**src/rtl/ms_pkg.sv**
```systemverilog
// Shared types and sizing for the sequential scalar-product multiplier and its
// downstream dot-product accumulator.
package ms_pkg;

  localparam int unsigned NBITS = 4;
  localparam int unsigned NDATA = 8;

  // Ceiling log2 evaluated at elaboration time
  function automatic int unsigned clog2(input int unsigned v);
    int unsigned r;
    r = 0;
    for (int unsigned i = 0; i < 32; i++) begin
      if ((32'd1 << i) < v) r = i + 1;
    end
    return r;
  endfunction

  localparam int unsigned PROD_W = 2 * NBITS;
  localparam int unsigned IDX_W  = clog2(NDATA);
  localparam int unsigned ACC_W  = PROD_W + IDX_W;

  typedef logic [PROD_W-1:0] prod_t;
  typedef logic [ACC_W-1:0]  acc_t;
  typedef logic [IDX_W-1:0]  idx_t;

  // Result payload held in the output register
  typedef struct packed {
    logic err;
    acc_t data;
  } dot_t;

endpackage

```
**src/rtl/dot_accum_seq_if.sv**
```systemverilog
// Product stream in / dot-product result out; slave is the accumulator's view.
interface dot_accum_seq_if;
  import ms_pkg::*;

  logic  prod_valid;
  logic  prod_ready;
  prod_t prod_data;
  logic  prod_last;
  logic  dot_valid;
  logic  dot_ready;
  acc_t  dot_data;
  logic  dot_err;

  modport master (
    output prod_valid, prod_data, prod_last, dot_ready,
    input  prod_ready, dot_valid, dot_data, dot_err
  );

  modport slave (
    input  prod_valid, prod_data, prod_last, dot_ready,
    output prod_ready, dot_valid, dot_data, dot_err
  );

endinterface

```
**src/rtl/dot_out_reg.sv**
```systemverilog
// Result holding register with valid/ready: load wins over take so back-to-back
// frames keep valid high without a bubble.
module dot_out_reg
  import ms_pkg::*;
(
  input  logic clk,
  input  logic reset,
  input  logic load,
  input  dot_t load_data,
  input  logic ready,
  output logic valid,
  output dot_t data
);

  always_ff @(posedge clk) begin
    if (reset) begin
      valid <= 1'b0;
      data  <= '0;
    end else if (load) begin
      valid <= 1'b1;
      data  <= load_data;
    end else if (valid && ready) begin
      valid <= 1'b0;
    end
  end

endmodule

```
**src/rtl/dot_accum_seq.sv**
```systemverilog
// Accumulates NDATA products per frame into one dot-product; a frame closes on
// the element count or on prod_last, flagging any length mismatch.
module dot_accum_seq
  import ms_pkg::*;
(
  input logic             clk,
  input logic             reset,
  dot_accum_seq_if.slave  bus
);

  idx_t idx;
  acc_t acc;
  acc_t base;
  acc_t sum;
  logic at_end;
  logic closing;
  logic accept;
  logic load;
  logic held_valid;
  dot_t held;
  dot_t load_data;

  always_comb begin
    at_end  = (idx == IDX_W'(NDATA - 1));
    closing = bus.prod_last | at_end;
    base    = (idx == '0) ? '0 : acc;
    sum     = base + ACC_W'(bus.prod_data);
  end

  // Only a closing beat must wait for a free result slot
  assign bus.prod_ready = ~(held_valid & ~bus.dot_ready) | ~closing;
  assign accept         = bus.prod_valid & bus.prod_ready;
  assign load           = accept & closing;
  assign load_data      = '{err: (bus.prod_last != at_end), data: sum};

  always_ff @(posedge clk) begin
    if (reset) begin
      idx <= '0;
      acc <= '0;
    end else if (accept) begin
      acc <= sum;
      idx <= closing ? '0 : idx + IDX_W'(1);
    end
  end

  dot_out_reg u_out (
    .clk       (clk),
    .reset     (reset),
    .load      (load),
    .load_data (load_data),
    .ready     (bus.dot_ready),
    .valid     (held_valid),
    .data      (held)
  );

  assign bus.dot_valid = held_valid;
  assign bus.dot_data  = held.data;
  assign bus.dot_err   = held.err;

endmodule

```
**src/flat_wrapper.sv**
```systemverilog
// flat-port wrapper written by rule: the top's interface ports become plain ports
module dot_accum_seq_flat import ms_pkg::*;
  (clk, reset, bus_prod_valid, bus_prod_data, bus_prod_last, bus_dot_ready, bus_prod_ready, bus_dot_valid, bus_dot_data, bus_dot_err);
  dot_accum_seq_if bus_i ();
  input logic clk;
  input logic reset;
  input wire logic [$bits(bus_i.prod_valid)-1:0] bus_prod_valid;
  input wire logic [$bits(bus_i.prod_data)-1:0] bus_prod_data;
  input wire logic [$bits(bus_i.prod_last)-1:0] bus_prod_last;
  input wire logic [$bits(bus_i.dot_ready)-1:0] bus_dot_ready;
  output wire logic [$bits(bus_i.prod_ready)-1:0] bus_prod_ready;
  output wire logic [$bits(bus_i.dot_valid)-1:0] bus_dot_valid;
  output wire logic [$bits(bus_i.dot_data)-1:0] bus_dot_data;
  output wire logic [$bits(bus_i.dot_err)-1:0] bus_dot_err;
  assign bus_i.prod_valid = bus_prod_valid;
  assign bus_i.prod_data = bus_prod_data;
  assign bus_i.prod_last = bus_prod_last;
  assign bus_i.dot_ready = bus_dot_ready;
  assign bus_prod_ready = bus_i.prod_ready;
  assign bus_dot_valid = bus_i.dot_valid;
  assign bus_dot_data = bus_i.dot_data;
  assign bus_dot_err = bus_i.dot_err;
  dot_accum_seq u_core (.clk(clk), .reset(reset), .bus(bus_i));
endmodule
```
**config.mk**
```make
export PLATFORM = sky130hd
export DESIGN_NAME = dot_accum_seq_flat
export DESIGN_NICKNAME = d
export VERILOG_FILES = /design/src/rtl/ms_pkg.sv /design/src/rtl/dot_accum_seq_if.sv /design/src/rtl/dot_out_reg.sv /design/src/rtl/dot_accum_seq.sv /design/src/flat_wrapper.sv
export SDC_FILE = /design/constraint.sdc
export NUM_CORES = 1
export LEC_CHECK = 0
export ABC_AREA = 0
export CAP_MARGIN = 25
export CORE_UTILIZATION = 53
export CTS_CLUSTER_DIAMETER = 120
export DETAILED_ROUTE_END_ITERATION = 6
export GPL_ROUTABILITY_DRIVEN = 0
export HOLD_SLACK_MARGIN = 0.08
export PLACE_DENSITY = 0.79
export SYNTH_ARGS = -nofsm -noshare
export SYNTH_HDL_FRONTEND = slang
export SYNTH_HIERARCHICAL = 1
export SYNTH_SLANG_ARGS = --single-unit
export TNS_END_PERCENT = 20
```
**constraint.sdc**
```tcl
create_clock -name clk -period 3.45 [get_ports clk]
set_input_delay 0.69 -clock clk [delete_from_list [all_inputs] [get_ports clk]]
set_output_delay 0.69 -clock clk [all_outputs]
set_load 0.05 [all_outputs]
```
Word level (Yosys, flattened, before mapping)
Index checks and enable logic that the tools add are counted.

storage, ports and cells
  register bits after elaboration = 27
  input port bits = 13
  output and inout bits = 14
  logic and storage cells = 24

operators by class
  add/subtract/negate cells = 2
  equal/unequal tests = 2
  mux-type cells = 4
  bitwise gates (word level) = 8
  reductions and logical operators = 3

operators by type and width
  kind                 number
  $add 11x8->11        1
  $mux 11              1
  $add 3x1->3 const B  1
  $and 1x1->1          3
  $eq 3x3->1 const B   1
  $logic_not 3->1      1
  $mux 3               1
  $not 1->1            3
  $mux 1               2
  $or 1x1->1           2
  $reduce_bool 2->1    1
  $logic_and 1x1->1    1
  $ne 1x1->1           1

Longest topological paths before layout
  depth in word-level cells = 7
  depth in mapped cells = 15
  mapped depth without buffers = 14

Modules after synthesis
Netlist, hierarchy kept.

by module, submodules not included
  module         instances  cells each  area each (µm²)  seq. area each (µm²)
  dot_accum_seq  1          149         1171.1           280.3
  dot_out_reg    1          43          476.7            260.2

Worst setup path after synthesis
No wires, ideal clock.

  path type = register to register
  start point = register u_core.idx[0]
  end point = register u_core.acc[10]
  setup time = 0.074 ns
  data arrival time = 2.711 ns
  required time = 3.376 ns
  slack = 0.664 ns
  cell stages (with the launch flop) = 14
  path buffers = 1
  period minus slack after synthesis = 2.786 ns
  cells stage by stage = dfxtp_1 inv_1 ha_1 nand2b_1 clkbuf_1 and2_1 ha_1 inv_1 fa_1 nor2b_1 o31a_4 o2111ai_4 or4_1 a31oi_1

on the way
  longest elaborated chain between the ends = 5
  elaborated cells between the ends (all ways) = 8
  those cells by class = add/sub (1); eq/ne (1); mux (1); bitwise (4); reduce/logical (1)

ends and longest elaborated chain
  what                                                   line                 RTL
  start: declaration                                     dot_accum_seq.sv:11  idx_t idx;
  start signal: assignment                               dot_accum_seq.sv:42  idx <= closing ? '0 : idx + IDX_W'(1);
  branches (longest 5 deep; another with $add 11x8->11)  n/a
  end signal: assignment                                 dot_accum_seq.sv:41  acc <= sum;
  end: declaration                                       dot_accum_seq.sv:12  acc_t acc;

Parallel ways; which one is timed is not known.
A chain may end at the register's enable or synchronous reset.

Worst setup path in the final report
  start point = input bus_prod_last
  end point = output bus_prod_ready

on the way
  longest elaborated chain between the ends = 3

ends and longest elaborated chain
  what                line                 RTL
  start: declaration  flat_wrapper.sv:9    input wire logic [$bits(bus_i.prod_last)-1:0] bus_prod_last;
  $or 1x1->1          dot_accum_seq.sv:25  closing = bus.prod_last | at_end;
  $not 1->1           dot_accum_seq.sv:31  assign bus.prod_ready = ~(held_valid & ~bus.dot_ready) | ~closing;
  $or 1x1->1          dot_accum_seq.sv:31
  end: declaration    flat_wrapper.sv:11   output wire logic [$bits(bus_i.prod_ready)-1:0] bus_prod_ready;

Every way passes these cells.

==> impl_results.md <==
* Status: finished clean
* Worst hold margin at roughly 0.46 ns
* Tot GR Track Use at 0.217
* Clock Latency Late Sink at about 0.31 ns
* CP startpoint kind: primary input
* HP Class: reg2reg
* Row cnt at 19
* WP data arrival at around 2.1 ns
* Max-slew violation count at 0
* Cell taking the most area after synthesis: dfxtp_1
* Max cap viols at 0
* WHS Path Cells at 2
* GRT overflow at 0
* Worst Setup End Kind: output pin
* Final-report setup violation count at 0
* CTS Root Cell: clkbuf_4
* Area growth syn-to-layout at 17.4%
* Peak Freq at about 0.35 GHz
* Dpl ws at between 0.4 and 0.5 ns
* Ant diodes at 0
* Yosys reg bits at 27
* DR vias/cell at 5.64
* Clock buffer depth at 2
* Port buffer count at 26
* Htree depth at 1
* CTS Hold Bufs at 0
* Period utilization at 0.818
* Setup TNS at 0 ns
* Die width at a little under 60 um
* Clock Skews at 0.00542 ns
* Peak VDD IR at 0.216 mV
* Initial core utilization at 0.578
* Synth top area share at 0.328
* Die height at a little under 60 um
* Ys Warns at 6
* Top_reg_cell synth: dfxtp_1
* Antenna violation net count after detailed routing at 0
* CTS Buf Count at 3
* Drt initial violations at 37
* First-pass GRT wire length at ~5700 um
* CTS tree: built
* DRC violations left at 0
* I/O pin count at 27
* Hpwl dp at between 2000 and 3000 um
* Final Worst Setup Slack at roughly 0.63 ns
* RSZ-0062 raised after global routing: no
* Clock Pin Slew Worst Setup and Hold Paths at about 0.14 ns
* Mapped Cells at around 190
* CP Max Fanout at 5
* Cells on worst reg2reg path at 11
* Setup Crit Path Kind: in2out
* Util after Layout at 0.678
* Lkg Pwr at between 0.8 and 0.9 nW
* EDFF count, synth at 0
* Initial antenna violation count at 0
* Die Area at between 0.003 and 0.004 sq mm
* Routed vias at about 1.4k
* Worst Tran Pin Value at around 0.69 ns
* Worst path required time at about 2.8 ns
* Cell Pwr Density at 316 mW/mm^2
* Asr flop ratio synth at 0
* # clock sinks at 27
* Vias in the first global route at about 1.4k
* Routed wire length per instance at between 10 and 15 um
* Final wirelength at approximately 3300 um
* Nets at 243
* DRT Pass-1 Iters at 4
* Rel. slew slack at 0.538
* Synthesized net count at around 220
* Synth top area cells: dfxtp_1 33%, ha_1 9.1%, mux2i_1 7.3%
* Setup Fix Bufs, Post-CTS at 0
* Cell Area, Synth at roughly 0.0016 sq mm
* Tmin final at approximately 2.8 ns
* Register area share after synthesis at 0.328
* Layout cells sized above 1 at 0.0602
* Endpoints failing hold at 0
* Synth cell types at 42
* Largest net degree at the start of global routing at 18
* CORE AREA at about 0.0029 sq mm
* Syn Area/Cell at 8.58 sq um
* # resized after CTS at 0
-- stage by stage --
| step | instance area, sq um | cells | power (mW) |
|---|---|---|---|
| finish | 1930 | 247 | 0.612 |
| floorplan | 1650 | 192 | 0.440 |
| global placement | 1910 | 243 | 0.480 |
| detailed placement | 1910 | 243 | 0.484 |
| CTS | 1930 | 247 | 0.619 |
| global route | 1930 | 247 | 0.647 |
-- cell families after synthesis --
kind of cell	count (synthesis)	share of synthesized area
DFF	27	0.328
and+or+nand+nor	76	0.231
xor gates and xnor gates	6	0.0319
adders and majority gates	13	0.103
muxes	12	0.0729
buffers and inverters	20	0.0630
AOI/OAI and AO/OA	38	0.170
-- cell type report --
type / count / area, sq um
inverters: 10 / 37.5
fillers: 257 / 918
well taps: 31 / 38.8
flip-flops and latches: 27 / 541
repair buffers: 30 / 288
multi-input cells: 145 / 1000
clock buffers: 4 / 26.3
-- metal layers --
| layer | wire length (um) | vias to the layer above | GRT usage |
|---|---|---|---|
| met5 | 0 | - | 0 |
| met4 | 25 | 0 | 0.0510 |
| met3 | 105 | 4 | 0.0313 |
| met2 | 1670 | 17 | 0.392 |
| met1 | 1540 | 661 | 0.273 |
| li1 | - | 710 | - |
-- path summary, 6_finish.rpt --
check / start / to / slack [ns]
hold / removal: u_core/acc[2] / u_core/acc[2] / 0.46
hold reg to reg: u_core/acc[2] / u_core/acc[2] / 0.46
setup reg to reg: u_core/idx[0] / u_core/acc[10] / 0.75
setup / recovery: bus_prod_last / bus_prod_ready / 0.63
-- sequential cells by signal (all words and copies together) (netlist names) --
| name | flops |
|---|---|
| u_core/u_out/data | 12 |
| u_core/acc | 11 |
| u_core/idx | 3 |
| u_core/u_out/valid | 1 |
-- synth_stat cells (2+ instances only) --
cell type / n
a21o_1: 3
a21oi_1: 12
a31oi_1: 3
a32oi_1: 2
and2_1: 11
buf_2: 4
clkbuf_1: 4
dfxtp_1: 27
ha_1: 12
inv_1: 10
mux2i_1: 12
nand2_1: 19
nand2b_1: 3
nand3_1: 4
nand3b_1: 2
nor2_1: 22
nor2b_1: 3
o211a_1: 2
o211ai_1: 2
o21a_1: 2
o21ai_0: 5
or3_1: 3
or4_1: 2
xnor2_1: 4
xor2_1: 2
-- worst max-delay path, cell delays in order --
cell and delay, ns:
clkdlybuf4s50_1 0.45, inv_1 0.04, ha_1 0.24, or3b_2 0.51
buf_4 0.21
-- placed cells by master (no fill, tap or decap), types with 4 or more instances in the layout --
master            n
dfxtp_1          27
o21ai_0           5
ha_1             12
xnor2_1           4
inv_1            10
buf_4             5
clkdlybuf4s50_1  25
a21oi_1          12
nand2_1          19
nand3_1           4
nor2_1           22
and2_1           11
mux2i_1          12
-- report_power, final --
part,switching (mW),total [mW],internal (mW)
registers,0.00716,0.334,0.326
clock network,0.0892,0.134,0.0451
logic,0.0835,0.144,0.0607
Power figures use the tool's default switching activity.
